--- config.mk ---
export PLATFORM = sky130hd
export DESIGN_NAME = fetch_sequencer
export DESIGN_NICKNAME = d
export VERILOG_FILES = /design/src/rtl/fetch_pkg.sv /design/src/rtl/fetch_buf.sv /design/src/rtl/fetch_sequencer.sv
export SDC_FILE = /design/constraint.sdc
export NUM_CORES = 1
export LEC_CHECK = 0
export ABC_AREA = 1
export CAP_MARGIN = 10
export CORE_ASPECT_RATIO = 1.1
export CORE_MARGIN = 1.5
export CORE_UTILIZATION = 51
export CTS_CLUSTER_DIAMETER = 40
export DETAILED_ROUTE_END_ITERATION = 8
export HOLD_SLACK_MARGIN = 0.15
export PLACE_DENSITY = 0.85
export SLEW_MARGIN = 5
export SYNTH_ARGS = -nofsm -noshare
export SYNTH_HDL_FRONTEND = slang
export SYNTH_SLANG_ARGS = --single-unit
--- constraint.sdc ---
create_clock -name i_clock -period 7.27 [get_ports i_clock]
set_input_delay 0.727 -clock i_clock [delete_from_list [all_inputs] [get_ports i_clock]]
set_output_delay 0.727 -clock i_clock [all_outputs]
set_load 0.1 [all_outputs]
--- src/rtl/fetch_pkg.sv ---
// rtl/fetch_pkg.sv - shared types and defaults for the instruction-fetch sequencer
// Purpose: default widths/reset PC, FSM state encoding and the buffer entry layout.
// Ports: none (package).
package fetch_pkg;

  localparam int DEF_ADDR_W   = 30;
  localparam int DEF_INSTR_W  = 32;
  localparam int DEF_RESET_PC = 0;

  typedef enum logic [1:0] {
    ST_IDLE  = 2'd0,
    ST_FETCH = 2'd1,
    ST_FULL  = 2'd2,
    ST_DRAIN = 2'd3
  } fetch_state_t;

  // Buffer entry at default widths; the FIFO stores the same {pc, instr} packing.
  typedef struct packed {
    logic [DEF_ADDR_W-1:0]  pc;
    logic [DEF_INSTR_W-1:0] instr;
  } fetch_entry_t;

endpackage

--- src/rtl/fetch_buf.sv ---
// rtl/fetch_buf.sv - small power-of-two FIFO buffering fetched {pc, instr} entries
// Purpose: DEPTH-entry FIFO with push, pop and a synchronous flush that beats both.
// Ports:
//   i_clock, i_reset (async active-low)
//   i_flush  - empty the FIFO on this edge
//   i_push, i_data - write an entry (dropped if full and not popping)
//   i_pop    - drop the head entry (ignored when empty)
//   o_head   - head entry, combinational
//   o_count  - number of valid entries
module fetch_buf #(
  parameter int DEPTH = 2,
  parameter int W     = 62,
  localparam int PTR_W = $clog2(DEPTH),
  localparam int CNT_W = PTR_W + 1
) (
  input  logic             i_clock,
  input  logic             i_reset,
  input  logic             i_flush,
  input  logic             i_push,
  input  logic [W-1:0]     i_data,
  input  logic             i_pop,
  output logic [W-1:0]     o_head,
  output logic [CNT_W-1:0] o_count
);

  logic [W-1:0]     r_mem [DEPTH];
  logic [PTR_W-1:0] r_rd_ptr;
  logic [PTR_W-1:0] r_wr_ptr;
  logic [CNT_W-1:0] r_count;
  logic             w_pop_ok;
  logic             w_push_ok;

  assign w_pop_ok  = i_pop & (r_count != '0) & ~i_flush;
  // A full FIFO can still accept a push when the head leaves on the same edge.
  assign w_push_ok = i_push & ~i_flush & ((r_count != CNT_W'(DEPTH)) | w_pop_ok);

  always_ff @(posedge i_clock) begin
    if (w_push_ok) begin
      r_mem[r_wr_ptr] <= i_data;
    end
  end

  // Pointers wrap naturally because DEPTH is a power of two.
  always_ff @(posedge i_clock or negedge i_reset) begin
    if (!i_reset) begin
      r_rd_ptr <= '0;
      r_wr_ptr <= '0;
      r_count  <= '0;
    end else if (i_flush) begin
      r_rd_ptr <= '0;
      r_wr_ptr <= '0;
      r_count  <= '0;
    end else begin
      if (w_push_ok) r_wr_ptr <= r_wr_ptr + 1'b1;
      if (w_pop_ok)  r_rd_ptr <= r_rd_ptr + 1'b1;
      r_count <= r_count + CNT_W'(w_push_ok) - CNT_W'(w_pop_ok);
    end
  end

  assign o_head  = r_mem[r_rd_ptr];
  assign o_count = r_count;

endmodule

--- src/rtl/fetch_sequencer.sv ---
// rtl/fetch_sequencer.sv - multi-cycle instruction-fetch sequencer with redirect arbitration
// Purpose: owns the word PC, issues req/ack fetches to imem, buffers responses,
//   and handles jr/jump/branch redirects (jr highest, branch lowest).
// Optional feature macro: FETCH_PERF_EN (perf counters; tied to 0 when undefined).
// Ports:
//   i_clock, i_reset (async active-low)
//   o_imem_req, o_imem_addr, i_imem_ack, i_imem_data     - instruction memory handshake
//   i_jr_valid/i_jr_target, i_jump_valid/i_jump_target,
//   i_branch_taken/i_branch_target                       - redirect sources
//   o_fetch_valid, o_fetch_instr, o_fetch_pc, i_fetch_pop - decode-side buffer head
//   o_perf_fetched, o_perf_squashed                      - performance counters
module fetch_sequencer
  import fetch_pkg::*;
#(
  parameter int ADDR_W    = DEF_ADDR_W,
  parameter int INSTR_W   = DEF_INSTR_W,
  parameter int RESET_PC  = DEF_RESET_PC,
  parameter int BUF_DEPTH = 2
) (
  input  logic               i_clock,
  input  logic               i_reset,
  output logic               o_imem_req,
  output logic [31:0]        o_imem_addr,
  input  logic               i_imem_ack,
  input  logic [INSTR_W-1:0] i_imem_data,
  input  logic               i_jr_valid,
  input  logic [ADDR_W-1:0]  i_jr_target,
  input  logic               i_jump_valid,
  input  logic [ADDR_W-1:0]  i_jump_target,
  input  logic               i_branch_taken,
  input  logic [ADDR_W-1:0]  i_branch_target,
  output logic               o_fetch_valid,
  output logic [INSTR_W-1:0] o_fetch_instr,
  output logic [ADDR_W-1:0]  o_fetch_pc,
  input  logic               i_fetch_pop,
  output logic [31:0]        o_perf_fetched,
  output logic [31:0]        o_perf_squashed
);

  localparam int CNT_W   = $clog2(BUF_DEPTH) + 1;
  localparam int ENTRY_W = ADDR_W + INSTR_W;

  fetch_state_t        r_state;
  logic [ADDR_W-1:0]   r_pc;      // next word to fetch, or stored redirect target in DRAIN
  logic [ADDR_W-1:0]   r_req_pc;  // address currently presented to imem
  logic                r_imem_req;

  logic                w_redirect;
  logic [ADDR_W-1:0]   w_target;
  logic                w_push;
  logic                w_pop_ok;
  logic [CNT_W-1:0]    w_count;
  logic [CNT_W-1:0]    w_cnt_after;
  logic [ADDR_W-1:0]   w_pc_inc;
  logic [ENTRY_W-1:0]  w_head;

  assign w_redirect = i_jr_valid | i_jump_valid | i_branch_taken;

  always_comb begin
    w_target = i_branch_target;
    if (i_jump_valid) w_target = i_jump_target;
    if (i_jr_valid)   w_target = i_jr_target;
  end

  // A redirect flushes the buffer, so a pop on the same edge must not count.
  assign w_pop_ok    = i_fetch_pop & (w_count != '0) & ~w_redirect;
  assign w_push      = (r_state == ST_FETCH) & i_imem_ack & ~w_redirect;
  assign w_cnt_after = w_count + CNT_W'(1) - CNT_W'(w_pop_ok);
  assign w_pc_inc    = r_pc + ADDR_W'(1);

  fetch_buf #(
    .DEPTH (BUF_DEPTH),
    .W     (ENTRY_W)
  ) u_buf (
    .i_clock (i_clock),
    .i_reset (i_reset),
    .i_flush (w_redirect),
    .i_push  (w_push),
    .i_data  ({r_pc, i_imem_data}),
    .i_pop   (w_pop_ok),
    .o_head  (w_head),
    .o_count (w_count)
  );

  always_ff @(posedge i_clock or negedge i_reset) begin
    if (!i_reset) begin
      r_state    <= ST_IDLE;
      r_pc       <= ADDR_W'(RESET_PC);
      r_req_pc   <= ADDR_W'(RESET_PC);
      r_imem_req <= 1'b0;
    end else begin
      case (r_state)
        ST_IDLE: begin
          r_state    <= ST_FETCH;
          r_imem_req <= 1'b1;
          if (w_redirect) begin
            r_pc     <= w_target;
            r_req_pc <= w_target;
          end else begin
            r_req_pc <= r_pc;
          end
        end
        ST_FETCH: begin
          if (w_redirect) begin
            r_pc <= w_target;
            if (i_imem_ack) begin
              r_req_pc <= w_target;
            end else begin
              // Request is still in flight; keep its address until it is acked.
              r_state <= ST_DRAIN;
            end
          end else if (i_imem_ack) begin
            r_pc <= w_pc_inc;
            if (w_cnt_after == CNT_W'(BUF_DEPTH)) begin
              r_state    <= ST_FULL;
              r_imem_req <= 1'b0;
            end else begin
              r_req_pc <= w_pc_inc;
            end
          end
        end
        ST_FULL: begin
          if (w_redirect) begin
            r_state    <= ST_FETCH;
            r_pc       <= w_target;
            r_req_pc   <= w_target;
            r_imem_req <= 1'b1;
          end else if (w_pop_ok) begin
            r_state    <= ST_FETCH;
            r_req_pc   <= r_pc;
            r_imem_req <= 1'b1;
          end
        end
        ST_DRAIN: begin
          // An ack completes the stale request; a redirect on the same edge
          // simply supplies the newest target for the restart.
          if (i_imem_ack) begin
            r_state <= ST_FETCH;
            if (w_redirect) begin
              r_pc     <= w_target;
              r_req_pc <= w_target;
            end else begin
              r_req_pc <= r_pc;
            end
          end else if (w_redirect) begin
            r_pc <= w_target;
          end
        end
        default: begin
          r_state    <= ST_IDLE;
          r_imem_req <= 1'b0;
        end
      endcase
    end
  end

`ifdef FETCH_PERF_EN
  logic [31:0] r_perf_fetched;
  logic [31:0] r_perf_squashed;
  logic        w_squash;

  assign w_squash = i_imem_ack &
                    (((r_state == ST_FETCH) & w_redirect) | (r_state == ST_DRAIN));

  always_ff @(posedge i_clock or negedge i_reset) begin
    if (!i_reset) begin
      r_perf_fetched  <= '0;
      r_perf_squashed <= '0;
    end else begin
      if (w_pop_ok) r_perf_fetched  <= r_perf_fetched + 32'd1;
      if (w_squash) r_perf_squashed <= r_perf_squashed + 32'd1;
    end
  end

  assign o_perf_fetched  = r_perf_fetched;
  assign o_perf_squashed = r_perf_squashed;
`else
  assign o_perf_fetched  = 32'd0;
  assign o_perf_squashed = 32'd0;
`endif

  assign o_imem_req    = r_imem_req;
  assign o_imem_addr   = 32'({r_req_pc, 2'b00});
  assign o_fetch_valid = (w_count != '0);
  assign o_fetch_pc    = w_head[ENTRY_W-1 -: ADDR_W];
  assign o_fetch_instr = w_head[INSTR_W-1:0];

endmodule

# == Word-level counts from Yosys, hierarchy flattened ==
# Memories as Yosys holds them, arrays and structs flattened.
# Index checks and enable logic that the tools add are counted.
# totals
reg_bits,67
ram_bits,124
in_bits,129
out_inout_bits,160
wordCells,85
mem_count,1
# mem_list
name,depth,word_bits,rd,rd_clocked_by_memory_dff,write_ports,line_no,text
u_buf.r_mem,2,62,1,0,1,fetch_buf.sv:26,logic [W-1:0] r_mem [DEPTH];
# op_classes
add_sub_neg,7
eq_ne,14
n_mux,35
bitwise,12
n_reduce_logical,9
# op_table
op,count
$mux W30,12
$pmux W30 S4,1
$pmux W30 S2,1
$add A30 B1 Y30 const B,1
$mux W2,8
$mux W1,11
$reduce_and A5 Y1,2
$and A1 B1 Y1,8
$ne A2 B2 Y1 const B,4
$pmux W2 S4,1
$eq A2 B2 Y1 const B,3
$ne A3 B1 Y1 const B,2
$ne A3 B2 Y1 const B,2
$reduce_bool A2 Y1,3
$reduce_and A4 Y1,1
$sub A2 B1 Y2,2
$ne A3 B3 Y1 const B,1
$or A1 B1 Y1,3
$pmux W1 S3,1
$reduce_bool A3 Y1,1
$reduce_or A3 Y1,1
$add A1 B1 Y1 const B,2
$add A2 B1 Y2,1
$add A2 B1 Y2 const B,1
4 further kinds,4

# == Depth between registers and ports, before layout ==
# Gate-level depths: netlist (run 1).
# depth
ltp_word,11
mapped_depth,16
mapped_depth_nobuf,15

# == Cells and area by module ==
# Synthesis (run 1) repeated with hierarchy kept, for this count alone.
# hier_totals
cells_unflattened,1127
area_unflattened_um2,9656.8
# modules_own_cells
mod,instances,cells_per_inst,area_each_um2,seq_area_each_um2
fetch_sequencer,1,766,4852.2,1576.5
fetch_buf,1,361,4804.6,3823.7

# == Least setup slack after synthesis (run 1) ==
# No wires, ideal clock.
# synth_timing
kind,flip-flop to flip-flop
start,"reg u_buf.r_count[1], in the netlist u_buf.o_count[1]"
end,mem u_buf.r_mem[0][0] (enable)
setup_time_ps,482
t_arrival_ps,4316
setup_slack_ps,2472
path_stages_with_launch,9
path_buffers,0
period_less_slack_ps,4798
path_cell_list,dfrtp_1 > inv_1 > nand2_1 > nand2_1 > nor2_1 > inv_1 > nand3_1 > nand3_1 > nor2_1
# synth_via
elab_chain_len,9
word_cells_on_any_way,10
classes_between,eq/ne (1); mux (2); bitwise (6); reduce/logical (1)
# synth_lines
element,line_no,text
start: declaration,fetch_buf.sv:29,logic [CNT_W-1:0] r_count;
start signal: assignment,fetch_buf.sv:56,r_count <= r_count + CNT_W'(w_push_ok) - CNT_W'(w_pop_ok);
$reduce_bool A2 Y1 *,--,
named net o_fetch_valid,fetch_sequencer.sv:32,"output logic o_fetch_valid,"
$and A1 B1 Y1 (2 in series),fetch_sequencer.sv:66,assign w_pop_ok = i_fetch_pop & (w_count != '0) & ~w_redirect;
$and A1 B1 Y1 * (2 in series),fetch_buf.sv:33,assign w_pop_ok = i_pop & (r_count != '0) & ~i_flush;
$or A1 B1 Y1 *,fetch_buf.sv:35,assign w_push_ok = i_push & ~i_flush & ((r_count != CNT_W'(DEPTH)) | w_pop_ok);
$and A1 B1 Y1 *,fetch_buf.sv:35,
$mux W1 *,fetch_buf.sv:38,if (w_push_ok) begin
$mux W1 (implied by the code) *,fetch_buf.sv:39,r_mem[r_wr_ptr] <= i_data;
end: declaration,fetch_buf.sv:26,
# The timed path passes the listed nets; every way through them passes the cells marked *.

# == Worst setup path in the final report (run 1) ==
# layout_timing
start,in i_jr_valid
end,reg r_req_pc[23]
# layout_via
elab_chain_len,8
word_cells_on_any_way,16
classes_between,add/sub (1); eq/ne (3); mux (7); bitwise (4); reduce/logical (1)
# layout_lines
element,line_no,text
start: declaration,fetch_sequencer.sv:26,"input logic i_jr_valid,"
$or A1 B1 Y1 (2 in series),fetch_sequencer.sv:57,assign w_redirect = i_jr_valid | i_jump_valid | i_branch_taken;
$not A1 Y1,fetch_sequencer.sv:66,
$and A1 B1 Y1,fetch_sequencer.sv:66,
$sub A2 B1 Y2,fetch_sequencer.sv:68,assign w_cnt_after = w_count + CNT_W'(1) - CNT_W'(w_pop_ok);
$eq A2 B2 Y1,fetch_sequencer.sv:114,if (w_cnt_after == CNT_W'(BUF_DEPTH)) begin
$ne A3 B2 Y1 (no source line),--,
$reduce_and A4 Y1 (no source line),--,
end signal: assignment,fetch_sequencer.sv:118,r_req_pc <= w_pc_inc;
end signal: assignment,fetch_sequencer.sv:126,r_req_pc <= w_target;
end signal: assignment,fetch_sequencer.sv:130,r_req_pc <= r_pc;
end: declaration,fetch_sequencer.sv:45,logic [ADDR_W-1:0] r_req_pc;
# Several ways; a longest one is shown, not always the timed one. The select of a mux whose other input is x is not followed.
# A chain may end at the register's enable or synchronous reset.

==> results.yml, run 1 <==
sta:
  clock.fmax_ghz: 0.210
  fin_ws_ns: 2.51
  tns_ns: 0
  relSlewSlack_pct: 23.5
  final.period_utilization_pct: 65.4
  hold_viol: 0
  slew_viol_final: 0
  worst_pin_slew_ns: 1.15
  finClkSkew_ns: 0.0176
  period_minus_slack_ns: 4.76
  rsz0062_at_grt: "no"
  setup_viol: 0
global_routing:
  grt_antenna_before_repair: 0
  grt_start_max_net_pins: 68
  grt_pass1_wl_mm: 37.6
  grt_overflow: 0
  track_usage_pct: 24.8
  first_global_vias: 7500
floorplan:
  dieArea_mm2: 0.0195
  die_h_um: 146
  start_util_pct: 51.9
  fp.coreArea_mm2: 0.0183
  die_w_um: 133
  ios: 289
  rows: 52
worst_setup_path:
  crit_fanout: 40
  crit_buf_inv: 6
  critical-path-max-stage-delay_ns: 1.03
  path_delay_family: "buffers and inverters"
  arrival_ns: 5.07
  crit_type: "in2reg"
  start_kind: "input port"
  r2r.worst_path.cells: 6
  crit_top_cell: "nand2_1"
  critPathCaptureType: "flop"
  required_ns: 7.59
  path_cells: "clkdlybuf4s50_1 > inv_2 > nand2_1 > buf_4 > nor2_1 > inv_1 > ha_1 > nand2_1 > inv_1 > nor3_1 > nand2_1 > nand2_1 > nor2_2 > inv_2 > nand2_1 > nand2_1"
  slowest_stage: "clkdlybuf4s50_1"
  path_depth: 16
clocking:
  cts_buffer_depth: 2
  cts_resized: 0
  clockRootBuffer: "clkbuf_16"
  cts_tree: "done"
  htreeDepth: 4
  clkSlewWorstSetupHoldPaths_ns: 0.07
  cts_inserted_buffers: 17
  cts_hold_buffers: 0
  numClockSinks: 191
  clock_latency_ns: 0.43
  post_cts_buffers: 0
synthesis:
  synth.area.mux_share_pct: 0
  syn-cell-area_mm2: 0.00952
  yosysTopAreaCell: "edfxtp_1"
  synth_top_family_by_area: "simple AND/OR/NAND/NOR gates"
  synth_flop_cell: "edfxtp_1"
  syn_avg_cell_area_um2: 8.60
  synth_fa_ha_area_share_pct: 0.525
  synth-xor-area-share_pct: 0.276
  yosys-top-cells-area: "edfxtp_1 (39%), nand2_1 (20%), dfrtp_1 (18%)"
  synth_compound_area_share_pct: 6.15
  synth_edf_count: 124
  synth_top_cell_area_share_pct: 39.1
  ys_ff_latch: 191
  synthSimpleGateAreaFrac_pct: 27.3
  ys_seq_area_share_pct: 56.7
  synth_cell_types: 32
  syn_inst: 1107
  yosys.cell_count.top_type: "nand2_1"
  synthArstFlopShare_pct: 35.1
  ys_warn_count: 0
  ys_top_cells_by_count: "nand2_1 (512), edfxtp_1 (124), buf_4 (68), dfrtp_1 (67), nand3_1 (66)"
placement:
  post-dp-hpwl_mm: 17.2
  placed_cells: 1532
  place_ws_ns: 2.08
  portBuffers: 222
  gp_congestion: 0.886
power_and_ir_drop:
  p_int_w: 0.00210
  p_seq_share_pct: 37.7
  p_switching_w: 0.00170
  peakVddDrop_uv: 212
  p_sw_share_pct: 44.8
  power.density_mw_per_mm2: 312
  p_clk_share_pct: 22.8
  p_comb_share_pct: 39.5
  power.leakage_nw: 5.19
final_layout:
  nets: 1441
  fillers: 1511
  diodes: 0
  drive_gt1_share_pct: 3.94
  stdcell_count: 1564
  area_growth_pct: 28.1
worst_hold_path:
  hold_class: "reg2reg"
  worstHoldPathCells: 2
drt:
  wl_per_cell_um: 15.3
  firstDrtPassIters: 6
  drtIter0Drc: 591
  via_count: 7979
  post_drt_via_cell_ratio: 5.10
  drtAntennaViolNets: 0
  drc_errors: 0
  postRouteWirelength_mm: 23.9
status:
  status: "finished clean"
job:
  maxCapViolations: 0
[worst register-to-register path, delay by kind of cell (launching register included)]
| kind | cells | cell delay [ns] |
|---|---|---|
| simple gates | 4 | 1.86 |
| buf+inv | 2 | 0.67 |
| flops | 1 | 0.43 |
[kinds of logic after synthesis]
logic type | after synthesis
xor gates and xnor gates | 3
buffers and inverters | 153
adders and majority gates | 4
other | 1
DFF | 191
and+or+nand+nor | 654
AOI/OAI and AO/OA | 101
[metal layers]
| metal | GRT usage [%] | vias to the layer above | share of wire, % |
|---|---|---|---|
| met4 | 7.99 | 0 | 2.1 |
| met5 | 0 | - | 0 |
| met3 | 6.42 | 34 | 8.7 |
| li1 | - | 3881 | - |
| met1 | 30.7 | 3664 | 40 |
| met2 | 42.4 | 400 | 49 |
[metrics by stage]
stage,util [%],instance area (µm²),power (W),hold slack (ns)
after floorplan,-,9770,0.00258,0.431
after global placement,63.5,11600,0.00293,0.459
after detailed placement,63.5,11600,0.00294,0.461
after CTS,66.5,12200,0.00382,0.483
after global routing,66.5,12200,0.00394,0.504
final,66.5,12200,0.00380,0.481
[power by group through the flow]
stage | registers [W] | clock network [W] | logic (W)
finish | 0.00143 | 0.000867 | 0.00150
global route | 0.00145 | 0.000923 | 0.00157
CTS | 0.00143 | 0.000883 | 0.00150
detailed placement | 0.00144 | 0 | 0.00150
global placement | 0.00145 | 0 | 0.00148
floorplan | 0.00204 | 0 | 0.000540
[final timing paths]
| check | slack [ns] | start | endpoint |
|---|---|---|---|
| max | 2.51 | i_jr_valid | r_req_pc[23] |
| min | 0.48 | r_req_pc[1] | r_req_pc[1] |
| max reg2reg | 3.93 | r_state[1] | u_buf.r_mem[0][53] |
| min reg2reg | 0.48 | r_req_pc[1] | r_req_pc[1] |
| max in group asynchronous | 6.15 | i_reset | u_buf.r_rd_ptr |
| min in group asynchronous | 0.50 | i_reset | r_req_pc[25] |
[placed cells by master, fill, tap and decap left out, drive strengths merged, types with 5 or more instances in the layout]
cell type	synthesis	final
nand3b	6	6
clkinv	0	7
nand3	66	66
clkdlybuf4s50	0	221
edfxtp	124	124
nand2	513	513
o21ai	31	31
a211o	5	5
clkbuf	19	18
o211ai	17	17
buf	91	6
conb	1	66
dfrtp	67	67
a21oi	39	39
nor2	64	64
inv	43	45
[registers in the layout, summed over array words and instances (netlist names)]
signal          cells
u_buf.r_mem       124
u_buf.r_wr_ptr      1
u_buf.o_count       2
r_pc               30
u_buf.r_rd_ptr      1
r_req_pc           30
o_imem_req          1
r_state             2
[cell type report]
type,instances,area (µm²),area share (%)
Inverter,43,161,1.32
Timing Repair Buffer,227,2250,18.5
Sequential cell,191,5400,44.3
Tap cell,243,304,2.49
Clock inverter,14,119,0.975
Clock buffer,18,429,3.52
Multi-Input combinational cell,828,3530,28.9
Power figures use the tool's default switching activity.
==> inputs of run 2 (changes only) <==
--- a/config.mk
+++ b/config.mk
@@ -9,11 +9,11 @@
 export CAP_MARGIN = 10
 export CORE_ASPECT_RATIO = 1.1
 export CORE_MARGIN = 1.5
-export CORE_UTILIZATION = 51
+export CORE_UTILIZATION = 48
 export CTS_CLUSTER_DIAMETER = 40
 export DETAILED_ROUTE_END_ITERATION = 8
 export HOLD_SLACK_MARGIN = 0.15
-export PLACE_DENSITY = 0.85
+export PLACE_DENSITY = 0.81
 export SLEW_MARGIN = 5
 export SYNTH_ARGS = -nofsm -noshare
 export SYNTH_HDL_FRONTEND = slang
==> constraint.sdc (replaced) <==
create_clock -name i_clock -period 4.7 [get_ports i_clock]
set_input_delay 0.47 -clock i_clock [delete_from_list [all_inputs] [get_ports i_clock]]
set_output_delay 0.47 -clock i_clock [all_outputs]
set_load 0.1 [all_outputs]
==> run 2 against run 1 <==
Compared with the run above:
- via count decreased by 0.84%
- flip-flop and latch count unchanged
- highest routed layer unchanged
- sequential power rose by 55%
- largest power group unchanged
- routed wire length shrank 1.6%
- hold slack better by 0.0025 ns
==> results.yml, run 2 (synthesis gave the netlist of run 1 again) <==
clocking:
  htreeDepth: 4
  clockRootBuffer: "clkbuf_16"
  cts_buffer_depth: 2
  clock_latency_ns: 0.42
  cts_tree: "done"
  cts_inserted_buffers: 17
  cts_resized: 0
  clkSlewWorstSetupHoldPaths_ns: 0.07
  numClockSinks: 191
worst_setup_path:
  regToRegSetupSlack_ns: 1.64
  required_ns: 5.01
  arrival_ns: 3.76
  r2r.worst_path.cells: 14
  critPathCaptureType: "flop"
  regToRegStartpoint: "u_buf.o_count[1]"
  crit_type: "in2reg"
  start_kind: "input port"
  crit_fanout: 32
  rr_endpoint: "r_req_pc[23]"
sta:
  rsz0062_at_grt: "no"
  relSlewSlack_pct: 28.0
  slew_viol_final: 0
  hold_viol: 0
  setup_viol: 0
  final.period_utilization_pct: 73.3
  period_minus_slack_ns: 3.44
  fin_ws_ns: 1.26
  finClkSkew_ns: 0.0147
  worst_pin_slew_ns: 1.08
  clock.fmax_ghz: 0.290
power_and_ir_drop:
  power.leakage_nw: 5.31
  power.density_mw_per_mm2: 494
  peakVddDrop_uv: 390
drt:
  via_count: 7912
  drtAntennaViolNets: 0
  drtIter0Drc: 542
  drc_errors: 0
  postRouteWirelength_mm: 23.5
  post_drt_via_cell_ratio: 5.02
  firstDrtPassIters: 6
  wl_per_cell_um: 14.9
placement:
  place_area_mm2: 0.0117
  portBuffers: 222
  gp_congestion: 0.888
  post-dp-hpwl_mm: 17.2
  place_ws_ns: 0.823
global_routing:
  gr-usage-met3_pct: 6.16
  grt_overflow: 0
  grt_start_max_net_pins: 65
  grt_antenna_before_repair: 0
  first_global_vias: 7364
  use_met2_pct: 39.9
  track_usage_pct: 23.3
  busiest_layer: "met2"
  grt_pass1_wl_mm: 36.9
  use_met1_pct: 28.8
floorplan:
  die_w_um: 137
  ios: 289
  die_h_um: 151
  start_util_pct: 49.4
  dieArea_mm2: 0.0207
  fp.coreArea_mm2: 0.0193
  rows: 53
worst_hold_path:
  hold_path_startpoint: "r_req_pc[0]"
  min_to: "r_req_pc[0]"
  worstHoldPathCells: 2
  hold_class: "reg2reg"
job:
  maxCapViolations: 0
final_layout:
  largest_register_ffs: 124
  diodes: 0
  fillers: 1614
  final_cell_area_mm2: 0.0123
  final_cell_mix: "nand2_1 (512), clkdlybuf4s50_1 (203), edfxtp_1 (124)"
  nets: 1448
  top_regs: "u_buf.r_mem (124), r_pc (30), r_req_pc (30)"
  final_common_cell: "nand2_1"
  area_growth_pct: 29.3
  drive_gt1_share_pct: 5.87
  regMostFlops: "u_buf.r_mem"
status:
  status: "finished clean"
-- run 2: cell type report --
type                       instances  area, µm²  area share [%]
sequential                       191       5400            43.8
multi-input combinational        828       3530            28.6
timing repair buffer             234       2260            18.4
clock buffer                      23        515            4.18
tap                              247        309            2.51
inverter                          43        161            1.31
clock inverter                     9        140            1.14
-- run 2: through the flow --
step	TNS (ns)	hold WS (ns)	cells	utilization (%)	total power, W
6_report	0	0.483	1575	63.8	0.00608
5_1_grt	0	0.507	1575	63.8	0.00634
4_1_cts	0	0.486	1575	63.8	0.00611
3_5_place_dp	0	0.467	1542	60.4	0.00455
3_3_place_gp	0	0.458	1542	60.4	0.00453
2_1_floorplan	-12.18	0.174	1172	-	0.00399
-- run 2: per-layer routing --
metal / part of all wire (%) / up-vias / wire length (µm)
li1: - / 3891 / -
met2: 49 / 409 / 11600
met3: 9.4 / 39 / 2220
met4: 1.6 / 0 / 378
met1: 40 / 3573 / 9350
met5: 0 / - / 0
-- run 2: how the worst max path moves through the flow --
stage / start / to / slack (ns) / depth (start not counted)
finish: i_jump_valid / r_req_pc[23] / 1.26 / 15
global route: i_jump_valid / r_req_pc[22] / 0.86 / 15
CTS: i_jump_valid / r_req_pc[23] / 1.27 / 15
detailed placement: i_jump_valid / r_req_pc[23] / 0.82 / 15
global placement: i_jump_valid / r_req_pc[19] / 0.99 / 16
floorplan: u_buf.o_count[1] / u_buf.r_mem[0][0] / -0.1 / 8
-- run 2: power breakdown --
part / total, W / switching (W) / internal [W]
registers: 0.00221 / 0.000195 / 0.00202
clock network: 0.00156 / 0.000607 / 0.000949
logic: 0.00232 / 0.00181 / 0.000504
total: 0.00608 / 0.00262 / 0.00347
-- run 2: timing repair --
item                                    CTS  global route
endpoints found under the setup margin    0             0
hold endpoints to repair                 27             0
setup buffers                             0             0
hold buffers                              1             0
-- run 2: critical path: stages --
cell and delay (ns):
clkdlybuf4s50_1 0.41, buf_4 0.25, nor2_1 0.16, nand2_1 0.16, nor2_1 0.18, inv_1 0.09, ha_1 0.19, nor2_1 0.09
nor3_1 0.08, nand2_1 0.06, nand2_1 0.07, nor2_2 0.83, inv_2 0.47, nand2_1 0.17, nand2_1 0.07
